==> src/rtl/button_event_arbiter_pkg.sv <==
// Purpose : shared FSM state encodings and width helper for the button event arbiter.
// Latency : n/a (types and constant functions only).
// Backpressure: n/a.
package button_event_arbiter_pkg;

  typedef enum logic [0:0] {
    ST_IDLE  = 1'b0,
    ST_OFFER = 1'b1
  } state_t;

  // Bits needed to hold values 0..value-1, never less than one bit.
  function automatic int clog2_min1(input int value);
    int r;
    r = 0;
    for (int b = 0; b < 31; b++) begin
      if ((1 << b) < value) r = b + 1;
    end
    return (r < 1) ? 1 : r;
  endfunction

endpackage

==> src/rtl/button_event_arbiter_debounce_channel.sv <==
// Purpose : one input lane - 2-flop sync, debounce counter, stable level, rising-edge pulse.
// Latency : pulse 3+DEBOUNCE_CYCLES edges after a clean rise is first sampled.
// Backpressure: none; pulse is a fire-and-forget single-cycle strobe.
//
// Ports: clock, reset_n (sync active-low), level (raw async input), pulse (1-cycle rising event).
module button_event_arbiter_debounce_channel
  import button_event_arbiter_pkg::*;
#(
  parameter int DEBOUNCE_CYCLES = 50000
) (
  input  logic clock,
  input  logic reset_n,
  input  logic level,
  output logic pulse
);

  localparam int CNT_W = clog2_min1(DEBOUNCE_CYCLES);
  localparam logic [CNT_W-1:0] CNT_LAST = CNT_W'(DEBOUNCE_CYCLES - 1);

  logic             sync_q1;
  logic             sync_q2;
  logic             stable;
  logic             stable_d;
  logic [CNT_W-1:0] count;

  always_ff @(posedge clock) begin
    if (!reset_n) begin
      sync_q1  <= 1'b0;
      sync_q2  <= 1'b0;
      stable   <= 1'b0;
      stable_d <= 1'b0;
      pulse    <= 1'b0;
      count    <= '0;
    end else begin
      sync_q1  <= level;
      sync_q2  <= sync_q1;
      stable_d <= stable;
      pulse    <= stable & ~stable_d;
      // Any cycle of agreement restarts the count, so only an unbroken run
      // of DEBOUNCE_CYCLES differing samples can flip the stable level.
      if (sync_q2 == stable) begin
        count <= '0;
      end else if (count == CNT_LAST) begin
        stable <= sync_q2;
        count  <= '0;
      end else begin
        count <= count + 1'b1;
      end
    end
  end

endmodule

==> src/rtl/button_event_arbiter.sv <==
// Purpose : debounced rising-edge events from NUM_INPUTS levels, served round-robin on a valid/ready port.
// Latency : event_valid 5+DEBOUNCE_CYCLES edges after a clean rise; at most one event per 2 cycles.
// Backpressure: event held stable until event_ready; repeat edges on a pending input merge and pulse overrun.
//
// Ports: clock, reset_n (sync active-low), level_in[NUM_INPUTS], event_valid/event_ready/event_id,
//        pending[NUM_INPUTS] (status), overrun (1-cycle merge indication).
module button_event_arbiter
  import button_event_arbiter_pkg::*;
#(
  parameter  int NUM_INPUTS      = 4,
  parameter  int DEBOUNCE_CYCLES = 50000,
  localparam int ID_WIDTH        = clog2_min1(NUM_INPUTS)
) (
  input  logic                  clock,
  input  logic                  reset_n,
  input  logic [NUM_INPUTS-1:0] level_in,
  output logic                  event_valid,
  input  logic                  event_ready,
  output logic [ID_WIDTH-1:0]   event_id,
  output logic [NUM_INPUTS-1:0] pending,
  output logic                  overrun
);

  logic [NUM_INPUTS-1:0] pulse_vec;
  logic [NUM_INPUTS-1:0] pending_q;
  logic [NUM_INPUTS-1:0] pending_d;
  logic [NUM_INPUTS-1:0] grant_clr;
  state_t                state_q;
  state_t                state_d;
  logic [ID_WIDTH-1:0]   rr_ptr_q;
  logic [ID_WIDTH-1:0]   rr_ptr_d;
  logic [ID_WIDTH-1:0]   event_id_q;
  logic [ID_WIDTH-1:0]   event_id_d;
  logic                  overrun_q;
  logic                  overrun_d;
  logic                  found;
  logic [ID_WIDTH-1:0]   sel_id;
  logic [ID_WIDTH:0]     idx_w;

  for (genvar i = 0; i < NUM_INPUTS; i++) begin : g_chan
    button_event_arbiter_debounce_channel #(
      .DEBOUNCE_CYCLES(DEBOUNCE_CYCLES)
    ) u_debounce_channel (
      .clock   (clock),
      .reset_n (reset_n),
      .level   (level_in[i]),
      .pulse   (pulse_vec[i])
    );
  end

  // Round-robin pick: first pending bit at or above rr_ptr, wrapping once.
  // idx_w carries one extra bit so rr_ptr + k never overflows before the wrap.
  always_comb begin
    found  = 1'b0;
    sel_id = '0;
    idx_w  = '0;
    for (int k = 0; k < NUM_INPUTS; k++) begin
      idx_w = {1'b0, rr_ptr_q} + (ID_WIDTH + 1)'(k);
      if (idx_w >= (ID_WIDTH + 1)'(NUM_INPUTS)) begin
        idx_w = idx_w - (ID_WIDTH + 1)'(NUM_INPUTS);
      end
      if (!found && pending_q[idx_w[ID_WIDTH-1:0]]) begin
        found  = 1'b1;
        sel_id = idx_w[ID_WIDTH-1:0];
      end
    end
  end

  always_comb begin
    state_d    = state_q;
    event_id_d = event_id_q;
    rr_ptr_d   = rr_ptr_q;
    grant_clr  = '0;
    case (state_q)
      ST_IDLE: begin
        if (found) begin
          event_id_d = sel_id;
          state_d    = ST_OFFER;
        end
      end
      ST_OFFER: begin
        if (event_ready) begin
          grant_clr[event_id_q] = 1'b1;
          rr_ptr_d = (event_id_q == ID_WIDTH'(NUM_INPUTS - 1)) ? '0 : event_id_q + 1'b1;
          state_d  = ST_IDLE;
        end
      end
      default: state_d = ST_IDLE;
    endcase
    // A fresh pulse beats a same-cycle grant clear so the new edge is not lost.
    pending_d = (pending_q & ~grant_clr) | pulse_vec;
    overrun_d = |(pulse_vec & pending_q);
  end

  always_ff @(posedge clock) begin
    if (!reset_n) begin
      state_q    <= ST_IDLE;
      event_id_q <= '0;
      rr_ptr_q   <= '0;
      pending_q  <= '0;
      overrun_q  <= 1'b0;
    end else begin
      state_q    <= state_d;
      event_id_q <= event_id_d;
      rr_ptr_q   <= rr_ptr_d;
      pending_q  <= pending_d;
      overrun_q  <= overrun_d;
    end
  end

  assign event_valid = (state_q == ST_OFFER);
  assign event_id    = event_id_q;
  assign pending     = pending_q;
  assign overrun     = overrun_q;

endmodule
==> config.mk <==
export PLATFORM = sky130hd
export DESIGN_NAME = button_event_arbiter
export DESIGN_NICKNAME = d
export VERILOG_FILES = /design/src/rtl/button_event_arbiter_pkg.sv /design/src/rtl/button_event_arbiter_debounce_channel.sv /design/src/rtl/button_event_arbiter.sv
export SDC_FILE = /design/constraint.sdc
export NUM_CORES = 1
export LEC_CHECK = 0
export BUFFER_PORTS_ARGS = -buffer_cell sky130_fd_sc_hd__buf_2
export CAP_MARGIN = 10
export CORE_MARGIN = 2
export CORE_UTILIZATION = 25
export CTS_CLUSTER_DIAMETER = 60
export DETAILED_ROUTE_END_ITERATION = 10
export GPL_ROUTABILITY_DRIVEN = 0
export PLACE_DENSITY = 0.42
export RECOVER_POWER = 25
export SETUP_SLACK_MARGIN = 0.15
export SKIP_LAST_GASP = 1
export SLEW_MARGIN = 20
export SYNTH_ARGS = -nofsm -noshare
export SYNTH_HDL_FRONTEND = slang
export SYNTH_SLANG_ARGS = --single-unit
export TNS_END_PERCENT = 10
==> constraint.sdc <==
create_clock -name clock -period 6.18 [get_ports clock]
set_clock_uncertainty 0.15 [all_clocks]
set_input_delay 0.309 -clock clock [delete_from_list [all_inputs] [get_ports clock]]
set_output_delay 0.309 -clock clock [all_outputs]
set_load 0.05 [all_outputs]
==> out/qor.tcl, run 1 <==
set qor(timing.setup.tns_ns) 0
set qor(p_int_mw) 1.010
set qor(clock_sinks) 94
set qor(detail_route.first_pass.iterations) 4
set qor(r2r_slack_ns) 4.08
set qor(core_area_um2) 15770
set qor(grt_antenna_before_repair) 0
set qor(reg2regPathDepth) 5
set qor(numPortBuffers) 14
set qor(globalRouteMet1Util_pct) 12.18
set qor(post-route-min-period_ns) 2.102
set qor(insertedDiodeCount) 0
set qor(path_max_fanout) 16
set qor(top_level_ports) 15
set qor(pwr_density_cell_nw_per_um2) 269.6
set qor(report.final.slew_viol_count) 0
set qor(drt.antenna.violating_nets) 0
set qor(flow.area_growth_from_synthesis_pct) 15.60
set qor(synth.distinct_cells) 40
set qor(rsz0062_at_grt) {no}
set qor(crit_path_max_incr_delay_ns) 0.63
set qor(dr.first_iter.drc_count) 159
set qor(status) {complete, no violations}
set qor(tritoncts) {built}
set qor(timing.rr.start) {g_chan[1].u_debounce_channel.count[0]}
set qor(fp.dieW_um) 130.7
set qor(rr_endpoint) {g_chan[1].u_debounce_channel.count[5]}
set qor(slowest_stage) {sky130_fd_sc_hd__or4_4}
set qor(critical_path.top_delay_family) {simple AND/OR/NAND/NOR gates}
set qor(post-dp-hpwl_mm) 5.025
set qor(worstSkewPairLatency_ns) 0.35
set qor(vias_per_cell) 4.297
set qor(clk_root_buffer_cell) {sky130_fd_sc_hd__clkbuf_16}
set qor(worst_path_buf_inv) 0
set qor(drc_errors) 0
set qor(max_slew.worst_pin.slew_ns) 1.282
set qor(hold_path_startpoint) {level_in[3]}
set qor(whs_endpoint) {g_chan[3].u_debounce_channel.sync_q1}
set qor(detail_route.wirelength_mm) 7.314
set qor(seq_power_share_pct) 48.8
set qor(ys_warn_count) 0
set qor(switching_power_of_the_nets_mw) 0.2400
set qor(maxClockFrequency_mhz) 475.7
set qor(path_cells) {ha_1, nand3_1, or4_4, nand3_2, nor2_1}
set qor(num_rows) 46
set qor(grt.met2_usage_pct) 14.61
set qor(net_total_in_the_final_layout) 468
set qor(crit_path_start_kind) {flip-flop}
set qor(grt_start_max_net_pins) 32
set qor(comb_power_share_pct) 1.1
set qor(crit_path_end_kind) {flip-flop}
set qor(min_delay_path_depth) 2
set qor(cp_data_required_time_ns) 6.25
set qor(syn_avg_cell_area_um2) 9.197
set qor(power_frac_clock_pct) 50.0
set qor(vias_after_detailed_routing) 2896
set qor(post_route_cells_drive_above_1_share_pct) 8.297
set qor(synth_cells) 436
set qor(wire_length_of_the_first_global_routing_pass_mm) 12.74
set qor(max-clock-path-buffers) 2
set qor(ir_drop_v) 0.0001298
set qor(cts-htree-levels) 3
set qor(drv_cap) 0
set qor(cp_data_arrival_time_ns) 2.17
set qor(globalRouteOverflowTotal) 0
set qor(ctsResizeCount) 0
set qor(timing.final.setup_violations) 0
set qor(mappedNetlistArea_um2) 4010
set qor(final_hold_viol_count) 0
set qor(initial_utilization_pct) 25.43
set qor(synth-seq-area-share_pct) 46.93
set qor(critical_path_class) {reg2reg}
set qor(grt.busiest_layer) {met2}
set qor(tritoncts.num_buffers) 9
set qor(grt_pass1_vias) 2735
set qor(hp-class) {in2reg}
set qor(maxSlewHeadroom_pct) 14.56
set qor(use_met3_pct) 3.746
set qor(power_switching_share_pct) 19.20
set qor(die_area_um2) 17070
set qor(min_period_over_period_pct) 34.01
set qor(mappedNetlistNets) 451
set qor(track_usage_pct) 9.572
set qor(post-place-cells) 656
set qor(clkSlewWorstSetupHoldPaths_ns) 0.06
set qor(die_h_um) 130.7
set qor(layout.cells.non_filler) 674
set qor(synth.ff_latch_count) 94
set qor(detail_route.wl_per_cell_um) 10.85
set qor(power_leakage_nw) 1.503
==> layout make-up <==
type	count	area, um2
sequential	94	1882
multi-input combinational	315	1993
timing repair buffer	16	88.84
fill	1698	11130
clock inverter	6	108.9
tap	216	270.3
inverter	17	63.81
clock buffer	10	229.0
==> stage by stage <==
step           cell area, um2  utilization, %  hold WS (ns)  setup WS [ns]  total power [mW]
2_1_floorplan            4010               -        0.2174          4.236            0.6342
3_3_place_gp             4279           27.13        0.2222          4.108            0.6377
3_5_place_dp             4279           27.13        0.2222          4.062            0.6378
4_1_cts                  4637           29.40      0.002619          4.037             1.277
5_1_grt                  4636           29.40      0.002827          3.866             1.304
6_report                 4636           29.40       0.02005          4.078             1.250
==> sequential cells by signal (all words and copies together) (netlist names) <==
signal,flops
g_chan.u_debounce_channel.stable,4
overrun,1
g_chan.u_debounce_channel.stable_d,4
event_id,2
g_chan.u_debounce_channel.sync_q1,4
g_chan.u_debounce_channel.pulse,4
g_chan.u_debounce_channel.sync_q2,4
rr_ptr_q,2
g_chan.u_debounce_channel.count,64
pending,4
event_valid,1
==> cell families (layout without fill, tap and decap cells) <==
family / Yosys count / in the layout / synth area share, %
XOR/XNOR: 57 / 57 / 12.45
flip-flops: 94 / 94 / 46.93
buffers and inverters: 27 / 49 / 3.369
adder cells (fa/ha/maj): 8 / 8 / 2.496
AO/OA/AOI/OAI: 26 / 26 / 4.181
multiplexers: 4 / 4 / 0.9985
AND/OR/NAND/NOR: 220 / 220 / 29.58
==> layout by cell type, fill, tap and decap left out, types with 3 or more instances in the layout <==
master	count
sky130_fd_sc_hd__a21oi_1	11
sky130_fd_sc_hd__nand3_2	3
sky130_fd_sc_hd__xnor2_1	35
sky130_fd_sc_hd__nand4_1	14
sky130_fd_sc_hd__nand4b_1	4
sky130_fd_sc_hd__or4_4	4
sky130_fd_sc_hd__buf_2	13
sky130_fd_sc_hd__and3_1	4
sky130_fd_sc_hd__nand3_1	19
sky130_fd_sc_hd__clkbuf_16	9
sky130_fd_sc_hd__or4bb_1	4
sky130_fd_sc_hd__nand2_1	29
sky130_fd_sc_hd__and4_1	6
sky130_fd_sc_hd__nor2_1	73
sky130_fd_sc_hd__nor2b_1	13
sky130_fd_sc_hd__nor3_1	13
sky130_fd_sc_hd__xor2_1	22
sky130_fd_sc_hd__and2_0	5
sky130_fd_sc_hd__and2_1	8
sky130_fd_sc_hd__bufinv_16	3
sky130_fd_sc_hd__mux2i_1	4
sky130_fd_sc_hd__or4_1	6
sky130_fd_sc_hd__ha_1	8
sky130_fd_sc_hd__dfxtp_1	94
sky130_fd_sc_hd__nor4_1	9
sky130_fd_sc_hd__inv_1	17
==> power groups by stage <==
stage | Clock [mW] | Sequential [mW] | Combinational, mW
2_1_floorplan | 0 | 0.624 | 0.0103
3_3_place_gp | 0 | 0.624 | 0.0135
3_5_place_dp | 0 | 0.624 | 0.0135
4_1_cts | 0.652 | 0.610 | 0.0146
5_1_grt | 0.678 | 0.610 | 0.0160
6_report | 0.625 | 0.611 | 0.0139
==> synthesized netlist by cell type <==
master                     number  area share (%)
sky130_fd_sc_hd__a211oi_1       1            0.19
sky130_fd_sc_hd__a21boi_0       2            0.37
sky130_fd_sc_hd__a21oi_1       11             1.4
sky130_fd_sc_hd__a221oi_1       1            0.22
sky130_fd_sc_hd__a22oi_1        2            0.37
sky130_fd_sc_hd__and2_1        13             2.0
sky130_fd_sc_hd__and3_1         4            0.62
sky130_fd_sc_hd__and4_1         6             1.3
sky130_fd_sc_hd__and4b_1        1            0.25
sky130_fd_sc_hd__buf_6          3            0.84
sky130_fd_sc_hd__buf_8          1            0.37
sky130_fd_sc_hd__clkbuf_1       6            0.56
sky130_fd_sc_hd__dfxtp_1       94              47
sky130_fd_sc_hd__ha_1           8             2.5
sky130_fd_sc_hd__inv_1         17             1.6
sky130_fd_sc_hd__mux2i_1        4             1.0
sky130_fd_sc_hd__nand2_1       29             2.7
sky130_fd_sc_hd__nand3_1       19             2.4
sky130_fd_sc_hd__nand3_2        3            0.75
sky130_fd_sc_hd__nand3_4        1            0.44
sky130_fd_sc_hd__nand4_1       14             2.2
sky130_fd_sc_hd__nand4b_1       4            0.87
sky130_fd_sc_hd__nor2_1        73             6.8
sky130_fd_sc_hd__nor2b_1       13             2.0
sky130_fd_sc_hd__nor3_1        13             1.6
sky130_fd_sc_hd__nor3b_1        1            0.19
sky130_fd_sc_hd__nor4_1         9             1.4
sky130_fd_sc_hd__nor4b_1        1            0.22
sky130_fd_sc_hd__o21a_1         2            0.37
sky130_fd_sc_hd__o21ai_0        2            0.25
sky130_fd_sc_hd__o221ai_1       2            0.44
sky130_fd_sc_hd__o31ai_1        2            0.37
sky130_fd_sc_hd__o41ai_1        1            0.22
sky130_fd_sc_hd__or2_2          1            0.16
sky130_fd_sc_hd__or3b_2         1            0.22
sky130_fd_sc_hd__or4_1          6             1.1
sky130_fd_sc_hd__or4_4          4             1.1
sky130_fd_sc_hd__or4bb_1        4             1.1
sky130_fd_sc_hd__xnor2_1       35             7.6
sky130_fd_sc_hd__xor2_1        22             4.8
==> worst max-delay path by stage <==
stage,cells after the start,startpoint,slack [ns],endpoint
final,5,g_chan[1].u_debounce_channel.count[0],4.08,g_chan[1].u_debounce_channel.count[5]
after global routing,3,reset_n,3.87,g_chan[1].u_debounce_channel.count[5]
after CTS,5,g_chan[1].u_debounce_channel.count[0],4.04,g_chan[1].u_debounce_channel.count[5]
after detailed placement,5,g_chan[1].u_debounce_channel.count[0],4.06,g_chan[1].u_debounce_channel.count[2]
after global placement,4,g_chan[0].u_debounce_channel.count[5],4.11,g_chan[0].u_debounce_channel.count[12]
after floorplan,5,g_chan[2].u_debounce_channel.count[4],4.24,g_chan[2].u_debounce_channel.count[10]
==> routing by layer <==
layer,part of all wire (%),wire length (um)
met5,0,0
met1,50,3639
met3,3.9,285
met2,45,3272
met4,1.6,117
==> what timing repair did <==
item	4_1_cts	5_1_grt
hold buffers	2	0
buffers inserted	0	0
hold endpoints to repair	2	0
endpoints found under the setup margin	0	0
No activity file was read; power rests on OpenSTA's default activity.
==> inputs of run 2 (changes only) <==
--- a/config.mk
+++ b/config.mk
@@ -5,6 +5,7 @@
 export SDC_FILE = /design/constraint.sdc
 export NUM_CORES = 1
 export LEC_CHECK = 0
+export ABC_AREA = 1
 export BUFFER_PORTS_ARGS = -buffer_cell sky130_fd_sc_hd__buf_2
 export CAP_MARGIN = 10
 export CORE_MARGIN = 2
@@ -12,7 +13,7 @@
 export CTS_CLUSTER_DIAMETER = 60
 export DETAILED_ROUTE_END_ITERATION = 10
 export GPL_ROUTABILITY_DRIVEN = 0
-export PLACE_DENSITY = 0.42
+export PLACE_DENSITY = 0.43
 export RECOVER_POWER = 25
 export SETUP_SLACK_MARGIN = 0.15
 export SKIP_LAST_GASP = 1
==> constraint.sdc (replaced) <==
create_clock -name clock -period 1.84 [get_ports clock]
set_clock_uncertainty 0.15 [all_clocks]
set_input_delay 0.092 -clock clock [delete_from_list [all_inputs] [get_ports clock]]
set_output_delay 0.092 -clock clock [all_outputs]
set_load 0.05 [all_outputs]
==> out/qor.tcl, run 2 <==
set qor(status) {complete, no violations}
set qor(pwr_density_cell_nw_per_um2) 804.0 ;# +200%
set qor(mappedNetlistArea_um2) 4313 ;# +7.6%
set qor(crit_path_end_kind) {flip-flop}
set qor(cp_data_arrival_time_ns) 1.72 ;# -0.45 ns
set qor(startpoint) {g_chan[2].u_debounce_channel.count[0]}
set qor(maxClockFrequency_mhz) 628.3 ;# +32%
set qor(post-route-min-period_ns) 1.592 ;# -0.5104 ns
set qor(wire_length_of_the_first_global_routing_pass_mm) 14.41 ;# +13%
set qor(timing.setup.tns_ns) 0 ;# unchanged
set qor(reg2regPathDepth) 9 ;# +4
set qor(track_usage_pct) 9.716 ;# +0.14 points
set qor(clkSlewWorstSetupHoldPaths_ns) 0.07 ;# about the same
set qor(drv_cap) 0 ;# unchanged
set qor(commonest_non_fill_non_tap_cells_in_the_layout) {122 x sky130_fd_sc_hd__nand2_1, 86 x sky130_fd_sc_hd__dfxtp_1, 78 x sky130_fd_sc_hd__inv_1}
set qor(synthTopCellsByArea) {sky130_fd_sc_hd__dfxtp_1 44%, sky130_fd_sc_hd__nand2_1 11%, sky130_fd_sc_hd__nor2_1 7.0%}
set qor(comb_power_share_pct) 7.2 ;# +6.1 points
set qor(synth.ff_latch_count) 94 ;# unchanged
set qor(grt_pass1_vias) 3289 ;# +20%
set qor(cp_data_required_time_ns) 1.96 ;# -4.29 ns
set qor(max_ffs_per_register) 64 ;# unchanged
set qor(dominantRegCellSynth) {sky130_fd_sc_hd__dfxtp_1}
set qor(seq_power_share_pct) 49.8 ;# +1.0 points
set qor(numPortBuffers) 14 ;# unchanged
set qor(post_route_cells_drive_above_1_share_pct) 15.12 ;# +6.8 points
set qor(p_int_mw) 3.168 ;# +210%
set qor(synth_cells) 586 ;# +34%
set qor(vias_after_detailed_routing) 3647 ;# +26%
set qor(cts-htree-levels) 3 ;# unchanged
set qor(maxSlewHeadroom_pct) 60.12 ;# +46 points
set qor(mappedNetlistNets) 601 ;# +33%
set qor(most_common_cell_after_layout_fill_and_taps_aside) {sky130_fd_sc_hd__nand2_1}
set qor(net_total_in_the_final_layout) 645 ;# +38%
set qor(globalRouteOverflowTotal) 0 ;# unchanged
set qor(synth_largest_area_cell) {sky130_fd_sc_hd__dfxtp_1}
set qor(synth_top_cells_by_count) {125 x sky130_fd_sc_hd__nand2_1, 94 x sky130_fd_sc_hd__dfxtp_1, 80 x sky130_fd_sc_hd__nor2_1}
set qor(path_max_fanout) 3 ;# -13
set qor(min_delay_path_depth) 4 ;# +2
set qor(top_level_ports) 15 ;# unchanged
set qor(flow.area_growth_from_synthesis_pct) 21.70
set qor(rsz0062_at_grt) {yes}
set qor(hold_slack_ns) 0.1634 ;# +0.1433 ns
set qor(slowest_stage) {sky130_fd_sc_hd__dfxtp_2}
set qor(core_area_um2) 17060 ;# +8.2%
set qor(preCtsSetupSlack_ns) 0.03809 ;# -4.024 ns
set qor(timing.rr.start) {g_chan[2].u_debounce_channel.count[0]}
set qor(syn_avg_cell_area_um2) 7.360 ;# -20%
set qor(dr.first_iter.drc_count) 202 ;# +27%
set qor(detail_route.wirelength_mm) 8.668 ;# +19%
set qor(initial_utilization_pct) 25.29 ;# -0.14 points
set qor(grt_start_max_net_pins) 17 ;# -47%
set qor(report.final.slew_viol_count) 0 ;# unchanged
set qor(synth.distinct_cells) 41 ;# +2.5%
set qor(path_cells) {ha_1, nand2_1, nor2_2, inv_2, nor2_2, nand4_1, buf_6, nand2_1, nor3b_2}
set qor(timing.final.setup_violations) 0 ;# unchanged
set qor(drc_errors) 0 ;# unchanged
set qor(rr_endpoint) {g_chan[2].u_debounce_channel.stable}
set qor(crit_path_start_kind) {flip-flop}
set qor(power_frac_clock_pct) 42.9 ;# -7.1 points
set qor(detail_route.first_pass.iterations) 4 ;# unchanged
set qor(clk_root_buffer_cell) {sky130_fd_sc_hd__clkbuf_16}
set qor(tritoncts) {built}
set qor(post-dp-hpwl_mm) 6.163 ;# +23%
set qor(min_period_over_period_pct) 86.50 ;# +52 points
set qor(hp-class) {in2reg}
set qor(tritoncts.num_buffers) 9 ;# unchanged
set qor(number_of_enable_flip_flop_cells_after_synthesis) 0 ;# unchanged
set qor(grt_antenna_before_repair) 0 ;# unchanged
set qor(final_hold_viol_count) 0 ;# unchanged
set qor(die_h_um) 135.3 ;# +3.6%
set qor(num_rows) 48 ;# +4.3%
set qor(drt.antenna.violating_nets) 0 ;# unchanged
set qor(die_area_um2) 18320 ;# +7.3%
set qor(dominant_cell_by_count_in_the_synthesized_netlist) {sky130_fd_sc_hd__nand2_1}
set qor(switching_power_of_the_nets_mw) 1.052 ;# +340%
set qor(critical_path_class) {reg2reg}
set qor(fp.dieW_um) 135.3 ;# +3.6%
set qor(power_leakage_nw) 1.938 ;# +29%
set qor(power_switching_share_pct) 24.92 ;# +5.7 points
set qor(detail_route.wl_per_cell_um) 10.08 ;# -7.1%
set qor(clock_sinks) 94 ;# unchanged
set qor(synth-seq-area-share_pct) 43.63 ;# -3.3 points
set qor(hold_path_startpoint) {reset_n}
set qor(synth.top_cell.area_share_pct) 43.63 ;# -3.3 points
set qor(max_slew.worst_pin.slew_ns) 0.6007 ;# -0.6808 ns
set qor(totalPowerFinal_mw) 4.220 ;# +240%
set qor(synthArstFlopShare_pct) 0 ;# unchanged
set qor(r2r_slack_ns) 0.25 ;# -3.83 ns
set qor(crit_path_max_incr_delay_ns) 0.34 ;# -0.29 ns
set qor(ys_warn_count) 0 ;# unchanged
set qor(vias_per_cell) 4.241 ;# -1.3%
set qor(insertedDiodeCount) 0 ;# unchanged
set qor(max-clock-path-buffers) 2 ;# unchanged
set qor(max_flop_register) {g_chan.u_debounce_channel.count}
set qor(final_critical_path_setup_slack_ns) 0.2483 ;# -3.830 ns
set qor(ir_drop_v) 0.0004164 ;# +220%
set qor(whs_endpoint) {g_chan[0].u_debounce_channel.sync_q1}
set qor(worstSkewPairLatency_ns) 0.34 ;# about the same
==> run 2: cell types whose count changed after synthesis, moves of 15 or more <==
cell / delta
sky130_fd_sc_hd__a21oi_1: +30
sky130_fd_sc_hd__inv_1: +62
sky130_fd_sc_hd__nand2_1: +96
sky130_fd_sc_hd__nor3_1: +15
sky130_fd_sc_hd__xnor2_1: -33
==> run 2: what timing repair did <==
action	CTS	global route
buffers inserted	4	3
hold buffers	9	0
gates cloned	1	0
endpoints found under the setup margin	36	55
pin swaps	4	9
resized for setup	6	29
hold endpoints to repair	18	0
==> run 2: how the worst max path moves through the flow <==
| stage | cells past startpoint | slack, ns | endpoint |
|---|---|---|---|
| final | 9 | 0.25 | g_chan[2].u_debounce_channel.stable |
| after global routing | 9 | 0.11 | g_chan[2].u_debounce_channel.stable |
| after CTS | 9 | 0.12 | event_valid |
| after detailed placement | 9 | 0.04 | g_chan[0].u_debounce_channel.count[2] |
| after global placement | 9 | 0.06 | g_chan[0].u_debounce_channel.count[4] |
| after floorplan | 9 | 0.18 | event_id[0] |
==> run 2: routing by layer <==
metal | wire length [um] | GRT usage (%) | part of all wire (%)
met1 | 4389 | 12.38 | 51
met2 | 3894 | 15.68 | 45
met3 | 204 | 2.058 | 2.4
met4 | 179 | 4.630 | 2.1
met5 | 0 | 0 | 0
==> run 2: cell families (layout without fill, tap and decap cells) <==
logic type	count (synthesis)	count (layout)	synth area share, %
xor+xnor	17	17	3.452
flops	94	94	43.63
fa+ha+maj	8	8	2.321
buf+inv	89	137	8.529
compound gates	63	63	8.007
simple gates	315	316	34.06
==> run 2: cell type report <==
type                    instances  area [um2]
clock buffers                  11       252.7
clock inverters                 5       40.04
fillers                      1828       11810
inverters                      82       310.3
multi-input cells             404        2165
flip-flops and latches         94        1894
well taps                     225       281.5
repair buffers                 39       305.3
==> run 2: per-stage QoR <==
stage          cell area [um2]  util, %  instances
6_report                  5249    30.77        860
4_1_cts                   5141    30.14        857
2_1_floorplan             4315        -        586
5_1_grt                   5249    30.77        860
3_3_place_gp              4700    27.55        827
3_5_place_dp              4700    27.55        827
==> run 2: worst max-delay path, delay by kind of cell (launching register included) <==
| kind | cells | cell delay, ns |
|---|---|---|
| fa+ha+maj | 1 | 0.16 |
| flops | 1 | 0.34 |
| buf+inv | 2 | 0.25 |
| simple gates | 6 | 0.61 |
==> run 2: power by group through the flow <==
stage	Combinational, mW	Clock (mW)	Sequential (mW)
detailed placement	0.283	0	2.15
CTS	0.303	1.90	2.10
global route	0.344	1.98	2.11
floorplan	0.178	0	2.18
finish	0.305	1.81	2.10
global placement	0.284	0	2.15
==> inputs of run 3 (changes only) <==
--- a/config.mk
+++ b/config.mk
@@ -14,10 +14,10 @@
 export DETAILED_ROUTE_END_ITERATION = 10
 export GPL_ROUTABILITY_DRIVEN = 0
 export PLACE_DENSITY = 0.43
-export RECOVER_POWER = 25
+export RECOVER_POWER = 100
 export SETUP_SLACK_MARGIN = 0.15
 export SKIP_LAST_GASP = 1
-export SLEW_MARGIN = 20
+export SLEW_MARGIN = 15
 export SYNTH_ARGS = -nofsm -noshare
 export SYNTH_HDL_FRONTEND = slang
 export SYNTH_SLANG_ARGS = --single-unit
==> out/qor.tcl, run 3 (same netlist as run 2, synthesis figures left out) <==
set qor(power_leakage_nw) 1.914 ;# -1.2%
set qor(max-clock-path-buffers) 2 ;# unchanged
set qor(min_period_over_period_pct) 88.93 ;# +2.4 points
set qor(placement.cell_area_um2) 4700 ;# unchanged
set qor(num_rows) 48 ;# unchanged
set qor(final_core_util_pct) 30.58 ;# -0.20 points
set qor(worstSkewPairLatency_ns) 0.34 ;# about the same
set qor(whs_endpoint) {g_chan[0].u_debounce_channel.sync_q1}
set qor(cp_data_required_time_ns) 1.93 ;# -0.03 ns
set qor(worst_path_buf_inv) 1 ;# -1
set qor(numPortBuffers) 14 ;# unchanged
set qor(path_max_fanout) 4 ;# +1
set qor(final.fill_count) 1839 ;# +0.60%
set qor(detail_route.first_pass.iterations) 4 ;# unchanged
set qor(path_cells) {ha_2, nand2_1, nor2_1, nand2_1, nor3_4, nand2_2, nand3_4, buf_4, nor3_1}
set qor(finish.instance_area_um2) 5215 ;# -0.64%
set qor(grt_antenna_before_repair) 0 ;# unchanged
set qor(vias_after_detailed_routing) 3643 ;# -0.11%
set qor(track_usage_pct) 9.716 ;# unchanged
set qor(cpMostUsedCell) {sky130_fd_sc_hd__nand2_1}
set qor(commonest_non_fill_non_tap_cells_in_the_layout) {123 x sky130_fd_sc_hd__nand2_1, 87 x sky130_fd_sc_hd__dfxtp_1, 78 x sky130_fd_sc_hd__inv_1}
set qor(post-dp-hpwl_mm) 6.163 ;# unchanged
set qor(final_hold_viol_count) 0 ;# unchanged
set qor(preCtsSetupSlack_ns) 0.03809 ;# unchanged
set qor(max_flop_register) {g_chan.u_debounce_channel.count}
set qor(clk_root_buffer_cell) {sky130_fd_sc_hd__clkbuf_16}
set qor(critical_path_class) {reg2reg}
set qor(cp_data_arrival_time_ns) 1.73 ;# about the same
set qor(globalRouteOverflowTotal) 0 ;# unchanged
set qor(crit_path_end_kind) {flip-flop}
set qor(max_slew.worst_pin.slew_ns) 0.6063 ;# +0.005549 ns
set qor(detail_route.wirelength_mm) 8.673 ;# about the same
set qor(dr.first_iter.drc_count) 200 ;# -0.99%
set qor(die_h_um) 135.3 ;# unchanged
set qor(final-seq-area_um2) 1893 ;# about the same
set qor(drv_cap) 0 ;# unchanged
set qor(reg2regPathDepth) 9 ;# unchanged
set qor(rr_endpoint) {g_chan[0].u_debounce_channel.count[14]}
set qor(max_ffs_per_register) 64 ;# unchanged
set qor(multi_input_comb_area_um2) 2148 ;# -0.75%
set qor(detail_route.wl_per_cell_um) 10.08 ;# about the same
set qor(timing.rr.start) {g_chan[0].u_debounce_channel.count[0]}
set qor(status) {complete, no violations}
set qor(insertedDiodeCount) 0 ;# unchanged
set qor(min_delay_path_depth) 4 ;# unchanged
set qor(ir_drop_v) 0.0004158 ;# -0.14%
set qor(initial_utilization_pct) 25.29 ;# unchanged
set qor(grt_start_max_net_pins) 17 ;# unchanged
set qor(timing.final.setup_violations) 0 ;# unchanged
set qor(flow.area_growth_from_synthesis_pct) 20.92
set qor(hp-class) {in2reg}
set qor(top_level_ports) 15 ;# unchanged
set qor(timing.setup.tns_ns) 0 ;# unchanged
set qor(crit_path_max_incr_delay_ns) 0.33 ;# about the same
set qor(clock_sinks) 94 ;# unchanged
set qor(drt.antenna.violating_nets) 0 ;# unchanged
set qor(final_critical_path_setup_slack_ns) 0.2038 ;# -0.04457 ns
set qor(startpoint) {g_chan[0].u_debounce_channel.count[0]}
set qor(tritoncts) {built}
set qor(die_area_um2) 18320 ;# unchanged
set qor(rsz0062_at_grt) {yes}
set qor(hold_path_startpoint) {reset_n}
set qor(crit_path_start_kind) {flip-flop}
set qor(pwr_density_cell_nw_per_um2) 808.6 ;# +0.57%
set qor(slowest_stage) {sky130_fd_sc_hd__dfxtp_2}
set qor(grt_pass1_vias) 3289 ;# unchanged
set qor(maxClockFrequency_mhz) 611.2 ;# -2.7%
set qor(critical_path.top_delay_family) {simple AND/OR/NAND/NOR gates}
set qor(clkSlewWorstSetupHoldPaths_ns) 0.07 ;# about the same
set qor(core_area_um2) 17060 ;# unchanged
set qor(post-route-min-period_ns) 1.636 ;# +0.04457 ns
set qor(post_route_cells_drive_above_1_share_pct) 13.23 ;# -1.9 points
set qor(fp.dieW_um) 135.3 ;# unchanged
set qor(wire_length_of_the_first_global_routing_pass_mm) 14.41 ;# unchanged
set qor(net_total_in_the_final_layout) 645 ;# unchanged
set qor(r2r_slack_ns) 0.20 ;# -0.04 ns
set qor(cts-htree-levels) 3 ;# unchanged
set qor(tritoncts.num_buffers) 9 ;# unchanged
set qor(drc_errors) 0 ;# unchanged
set qor(vias_per_cell) 4.236 ;# -0.11%
set qor(maxSlewHeadroom_pct) 59.76 ;# -0.37 points
set qor(most_common_cell_after_layout_fill_and_taps_aside) {sky130_fd_sc_hd__nand2_1}
set qor(report.final.slew_viol_count) 0 ;# unchanged
[run 3: changes by cell type in the layout (fill, tap and decap cells not counted), moves of 2 or more]
cell and delta:
sky130_fd_sc_hd__clkbuf_1 +6, sky130_fd_sc_hd__buf_2 -5, sky130_fd_sc_hd__nor2_1 +2, sky130_fd_sc_hd__nor2_2 -2
[run 3: layer usage]
metal,up-vias,routed length [um],global-route usage (%)
met5,-,0,0
met4,0,174,4.630
met3,12,201,2.058
met2,37,3874,15.68
met1,1637,4422,12.38
li1,1957,-,-
[run 3: where the power goes]
part	internal [mW]	total (mW)	switching, mW
Combinational	0.0994	0.301	0.202
Sequential	2.06	2.10	0.0385
Clock	1.00	1.81	0.813
Total	3.16	4.22	1.05
[run 3: per-stage QoR]
stage	power, mW	instances	hold slack [ns]
global placement	2.431	827	0.1431
finish	4.217	860	0.1630
detailed placement	2.431	827	0.1340
floorplan	2.361	586	0.03963
global route	4.427	860	0.1835
CTS	4.304	857	0.05492
[run 3: worst register-to-register path, cell delays in order (launching register included)]
cell and delay (ns):
sky130_fd_sc_hd__dfxtp_2 0.33, sky130_fd_sc_hd__ha_2 0.17, sky130_fd_sc_hd__nand2_1 0.06, sky130_fd_sc_hd__nor2_1 0.15, sky130_fd_sc_hd__nand2_1 0.13, sky130_fd_sc_hd__nor3_4 0.16, sky130_fd_sc_hd__nand2_2 0.10, sky130_fd_sc_hd__nand3_4 0.09
sky130_fd_sc_hd__buf_4 0.14, sky130_fd_sc_hd__nor3_1 0.05
[run 3: how the worst max path moves through the flow]
stage / slack [ns] / to / depth (start not counted)
finish: 0.20 / g_chan[0].u_debounce_channel.count[14] / 9
global route: 0.05 / g_chan[2].u_debounce_channel.stable / 9
CTS: 0.12 / event_valid / 9
detailed placement: 0.04 / g_chan[0].u_debounce_channel.count[2] / 9
global placement: 0.06 / g_chan[0].u_debounce_channel.count[4] / 9
floorplan: 0.18 / event_id[0] / 9
[run 3: layout make-up]
| class | instances | area share [%] |
|---|---|---|
| repair buffers | 39 | 5.542 |
| multi-input cells | 404 | 41.19 |
| well taps | 225 | 5.398 |
| inverters | 82 | 5.950 |
| clock buffers | 11 | 4.846 |
| clock inverters | 5 | 0.7678 |
| flip-flops and latches | 94 | 36.30 |
[run 3: timing repair]
item | CTS | global route
setup buffers | 4 | 3
resized for setup | 6 | 29
hold buffers | 9 | 0
endpoints found under the hold margin | 18 | 0
pin swaps | 4 | 9
gates cloned | 1 | 0
endpoints found under the setup margin | 36 | 55
